===== src/rtl/imem_loader_if.sv =====
// Loader-side bundle: byte-stream handshake in, instruction-memory write port and status out.
// master = stream source / boot controller, slave = imem_loader.
interface imem_loader_if #(
  parameter int ADDR_W = 8
);
  logic              start;
  logic              byte_valid;
  logic [7:0]        byte_data;
  logic              byte_ready;
  logic              mem_we;
  logic [ADDR_W-1:0] mem_addr;
  logic [31:0]       mem_wdata;
  logic              cpu_rst_n;
  logic              busy;
  logic              done;
  logic              err;

  modport master (
    output start, byte_valid, byte_data,
    input  byte_ready, mem_we, mem_addr, mem_wdata, cpu_rst_n, busy, done, err
  );

  modport slave (
    input  start, byte_valid, byte_data,
    output byte_ready, mem_we, mem_addr, mem_wdata, cpu_rst_n, busy, done, err
  );
endinterface


===== src/rtl/imem_loader.sv =====
// Framed byte stream -> 32-bit imem writes with XOR check; write one cycle after the 4th byte of a word.
// byte_ready drops during each WRITE cycle (4 bytes / 5 cycles); core held in reset until a clean load.
module imem_loader #(
  parameter int ADDR_W    = 8,
  parameter int MAX_WORDS = 256
) (
  input logic         clk,
  input logic         rst_n,
  imem_loader_if.slave bus
);

  localparam logic [2:0] S_IDLE   = 3'd0;
  localparam logic [2:0] S_LEN_LO = 3'd1;
  localparam logic [2:0] S_LEN_HI = 3'd2;
  localparam logic [2:0] S_DATA   = 3'd3;
  localparam logic [2:0] S_WRITE  = 3'd4;
  localparam logic [2:0] S_CSUM   = 3'd5;
  localparam logic [2:0] S_DONE   = 3'd6;
  localparam logic [2:0] S_ERR    = 3'd7;

  localparam logic [16:0] MAX_N = 17'(MAX_WORDS);

  logic [2:0]  state;
  logic [15:0] len;
  logic [15:0] idx;
  logic [1:0]  bcnt;
  logic [7:0]  acc;
  logic [31:0] word;

  logic        accept;
  logic [15:0] len_n;

  assign accept = bus.byte_valid & bus.byte_ready;
  // Full word count as it will be once the LEN_HI byte lands.
  assign len_n  = {bus.byte_data, len[7:0]};

  always_ff @(posedge clk or negedge rst_n) begin
    if (!rst_n) begin
      state <= S_IDLE;
      len   <= '0;
      idx   <= '0;
      bcnt  <= '0;
      acc   <= '0;
      word  <= '0;
    end else begin
      case (state)
        S_IDLE, S_DONE, S_ERR: begin
          if (bus.start) state <= S_LEN_LO;
        end
        S_LEN_LO: begin
          if (accept) begin
            len[7:0] <= bus.byte_data;
            state    <= S_LEN_HI;
          end
        end
        S_LEN_HI: begin
          if (accept) begin
            len[15:8] <= bus.byte_data;
            idx       <= '0;
            bcnt      <= '0;
            acc       <= '0;
            if (len_n == 16'd0 || {1'b0, len_n} > MAX_N) state <= S_ERR;
            else                                         state <= S_DATA;
          end
        end
        S_DATA: begin
          if (accept) begin
            word[{bcnt, 3'b000} +: 8] <= bus.byte_data;
            acc  <= acc ^ bus.byte_data;
            bcnt <= bcnt + 2'd1;
            if (bcnt == 2'd3) state <= S_WRITE;
          end
        end
        S_WRITE: begin
          if (idx == len - 16'd1) begin
            state <= S_CSUM;
          end else begin
            idx   <= idx + 16'd1;
            state <= S_DATA;
          end
        end
        S_CSUM: begin
          if (accept) state <= (bus.byte_data == acc) ? S_DONE : S_ERR;
        end
        default: state <= S_IDLE;
      endcase
    end
  end

  // Every output is a decode of registered state/data, never of the inputs.
  assign bus.byte_ready = (state == S_LEN_LO) || (state == S_LEN_HI) ||
                          (state == S_DATA)   || (state == S_CSUM);
  assign bus.busy       = bus.byte_ready || (state == S_WRITE);
  assign bus.mem_we     = (state == S_WRITE);
  assign bus.mem_addr   = idx[ADDR_W-1:0];
  assign bus.mem_wdata  = word;
  assign bus.cpu_rst_n  = (state == S_DONE);
  assign bus.done       = (state == S_DONE);
  assign bus.err        = (state == S_ERR);

endmodule

===== src/flat_wrapper.sv =====
// flat-port wrapper written by rule: the top's interface ports become plain ports
module imem_loader_flat 
#(
  parameter int ADDR_W    = 8,
  parameter int MAX_WORDS = 256
)
  (clk, rst_n, bus_start, bus_byte_valid, bus_byte_data, bus_byte_ready, bus_mem_we, bus_mem_addr, bus_mem_wdata, bus_cpu_rst_n, bus_busy, bus_done, bus_err);
  imem_loader_if #(.ADDR_W(ADDR_W)) bus_i ();
  input logic clk;
  input logic rst_n;
  input wire logic [$bits(bus_i.start)-1:0] bus_start;
  input wire logic [$bits(bus_i.byte_valid)-1:0] bus_byte_valid;
  input wire logic [$bits(bus_i.byte_data)-1:0] bus_byte_data;
  output wire logic [$bits(bus_i.byte_ready)-1:0] bus_byte_ready;
  output wire logic [$bits(bus_i.mem_we)-1:0] bus_mem_we;
  output wire logic [$bits(bus_i.mem_addr)-1:0] bus_mem_addr;
  output wire logic [$bits(bus_i.mem_wdata)-1:0] bus_mem_wdata;
  output wire logic [$bits(bus_i.cpu_rst_n)-1:0] bus_cpu_rst_n;
  output wire logic [$bits(bus_i.busy)-1:0] bus_busy;
  output wire logic [$bits(bus_i.done)-1:0] bus_done;
  output wire logic [$bits(bus_i.err)-1:0] bus_err;
  assign bus_i.start = bus_start;
  assign bus_i.byte_valid = bus_byte_valid;
  assign bus_i.byte_data = bus_byte_data;
  assign bus_byte_ready = bus_i.byte_ready;
  assign bus_mem_we = bus_i.mem_we;
  assign bus_mem_addr = bus_i.mem_addr;
  assign bus_mem_wdata = bus_i.mem_wdata;
  assign bus_cpu_rst_n = bus_i.cpu_rst_n;
  assign bus_busy = bus_i.busy;
  assign bus_done = bus_i.done;
  assign bus_err = bus_i.err;
  imem_loader #(.ADDR_W(ADDR_W), .MAX_WORDS(MAX_WORDS)) u_core (.clk(clk), .rst_n(rst_n), .bus(bus_i));
endmodule

===== config.mk =====
export PLATFORM = sky130hd
export DESIGN_NAME = imem_loader_flat
export DESIGN_NICKNAME = d
export VERILOG_FILES = /design/src/rtl/imem_loader_if.sv /design/src/rtl/imem_loader.sv /design/src/flat_wrapper.sv
export SDC_FILE = /design/constraint.sdc
export NUM_CORES = 1
export LEC_CHECK = 0
export ABC_AREA = 1
export CORE_UTILIZATION = 45
export DETAILED_ROUTE_END_ITERATION = 8
export PLACE_DENSITY = 0.67
export SYNTH_ARGS = -nofsm -noshare
export SYNTH_HDL_FRONTEND = slang
export SYNTH_SLANG_ARGS = --single-unit
export TNS_END_PERCENT = 20

===== constraint.sdc =====
create_clock -name clk -period 3.9 [get_ports clk]
set_clock_uncertainty 0.15 [all_clocks]
set_input_delay 0.585 -clock clk [delete_from_list [all_inputs] [get_ports clk]]
set_output_delay 0.585 -clock clk [all_outputs]
set_load 0.02 [all_outputs]

==> results.cfg <==
[run_status]
status = complete, no violations

[clock_tree]
postCtsSetupBuffers = 0
clk_pin_slew_ps = 90
cts.sinks = 77
clockRootBuffer = clkbuf_8
hold_buffers = 0
cts_tree = yes
cts_made_buffers = 9
htreeDepth = 3
cts_resized = 0
insertion_delay_ps = 360
cts_buffer_depth = 2

[synth]
async_flop_share = 1.00
synth-xor-area-share = 0.0618
synth.net_count = 648
synth_cell_type_count = 36
yosys.area_share.simple = 0.325
synthMuxAreaShare = 0
ys_seq_area_frac = 0.417
dominantRegCellSynth = dfrtp_1
synth_top_family_by_area = simple AND/OR/NAND/NOR gates
synthAdderAreaFrac = 0.0244
syn_area_mm2 = 0.00462
ys_ff_latch = 77
postSynthCellCount = 627
synth.avg_cell_area_um2 = 7.36
synth_enable_flop_cells = 0
synth_top_cells_by_area = dfrtp_1, nand2_1, nor2_1
netlist.area_leader.share = 0.417
synth.yosys.warnings = 0
synth_top_area_cell = dfrtp_1
synth_compound_area_frac = 0.0808

[route]
viasPerCell = 5.18
drt_pre_antenna_iters = 5
drt_iter0_drc = 139
drc = 0
num_vias = 4141
ant_nets = 0
wl_per_cell_um = 14.6
totalWireLength_um = 11700

[critical_path]
r2r_end = u_core.bus.mem_wdata[19]$_DFFE_PN0P_
worstSetupPathType = reg -> out
startpoint_type = flip-flop
crit_arrival_ps = 2370
cp.required_ps = 3160
rrSetupSlack_ps = 1190
crit_fanout = 14
worstReg2RegStart = u_core.bcnt[0]$_DFFE_PN0P_
r2r_cells = 6
cp-end-kind = primary output

[global_routing]
grt_pass1_wl_um = 19300
grt_pass1_vias = 4036
grt_use_total = 0.239
grt.overflow.total = 0
grt_start_max_net_pins = 78
antenna_found_initial = 0

[die]
die-area_mm2 = 0.0107
pin_count = 58
initial_core_util = 0.468
row_count = 36
die_y_um = 103
core_area_mm2 = 0.00986
die_w_um = 103

[pwr]
p_per_area_mw_per_mm2 = 664
total_power_mw = 3.60
irDropWorstVdd_mv = 0.334
p_leak_nw = 2.57

[sta]
slew_headroom = 0.346
hold_viol_final = 0
rsz0062_at_grt = false
period_share = 0.797
worst_pin_slew_ps = 982
final-max-slew-violation-count = 0
tns_ps = 0
fmaxAchievable_mhz = 322
fin_crit_ps = 3110
setup_violations = 0

[layout]
drive_gt1_frac = 0.0525
nets = 683
antenna-diode-count = 0
syn_to_final_growth_pct = 17.4
final_cell_mix = nand2_1, dfrtp_1, nor2_1, inv_1, clkdlybuf4s50_1
final_common_cell = nand2_1

[worst_hold_path]
hp-class = in -> async

[job]
maxCapViolCount = 0

[place]
place_congestion = 0.889
hpwl_um = 8390
portBuffers = 57
==> per-stage QoR <==
step	std cells	setup WS, ps	area, µm²	utilization	hold slack [ps]
after CTS	800	757	5420	0.549	269
after detailed placement	784	1160	5170	0.524	349
after global placement	784	1230	5170	0.524	339
after global routing	800	581	5420	0.549	315
after floorplan	627	1800	4620	-	139
final	800	792	5420	0.549	220
==> metal layers <==
layer  up-vias  share of wire  track usage
li1       2065              -            -
met2       103           0.48        0.407
met1      1957           0.46        0.296
met3        16          0.051       0.0625
met5         -              0            0
met4         0          0.017       0.0758
==> layout make-up <==
class / instances / area (µm²)
clock buffer: 10 / 128
clock inverter: 6 / 119
fill: 926 / 4450
inverter: 64 / 240
multi-input combinational: 453 / 2270
sequential: 77 / 1930
tap: 133 / 166
timing repair buffer: 57 / 568
==> kinds of logic after synthesis <==
kind of cell,after synthesis
buf+inv,97
xor+xnor,31
compound gates,71
flops,77
simple gates,342
fa+ha+maj,9
==> cells in the mapped netlist (2+ instances only) <==
library cell,n
a21oi_1,26
buf_2,5
buf_4,9
clkbuf_1,12
clkbuf_2,5
dfrtp_1,77
ha_1,9
inv_1,62
inv_2,2
nand2_1,174
nand2_2,2
nand3_1,47
nand3b_1,2
nand4_1,18
nor2_1,73
nor2_2,8
nor2_4,2
nor3_1,7
nor4_1,4
o21ai_0,39
xnor2_1,12
xor2_1,18
==> worst max-delay path, stage by stage (launching register included) <==
cell and delay, ps:
dfrtp_1 470, nor3_4 430, inv_1 340, nand2_1 170, clkdlybuf4s50_1 610
==> where the power goes <==
part	switching (mW)	leakage, nW	internal, mW
registers	0.238	1.01	1.01
logic	0.990	1.44	0.596
clock network	0.330	0.123	0.434
==> registers in the layout, summed over array words and instances, names as in the netlist <==
register	flops
u_core.len	16
u_core.acc	8
u_core.bcnt	2
u_core.bus.mem_wdata	32
u_core.idx	16
u_core.state	3
==> worst max-delay path by stage <==
| stage | startpoint | endpoint | cells after the start |
|---|---|---|---|
| final | u_core.state[0]$_DFFE_PN0P_ | bus_busy | 4 |
| after floorplan | u_core.len[0]$_DFFE_PN0P_ | u_core.idx[10]$_DFFE_PN0P_ | 11 |
| after global placement | u_core.state[0]$_DFFE_PN0P_ | bus_busy | 4 |
| after CTS | u_core.state[0]$_DFFE_PN0P_ | bus_busy | 4 |
| after global routing | u_core.state[0]$_DFFE_PN0P_ | bus_busy | 4 |
| after detailed placement | u_core.state[0]$_DFFE_PN0P_ | bus_busy | 4 |
Power figures use the tool's default switching activity.
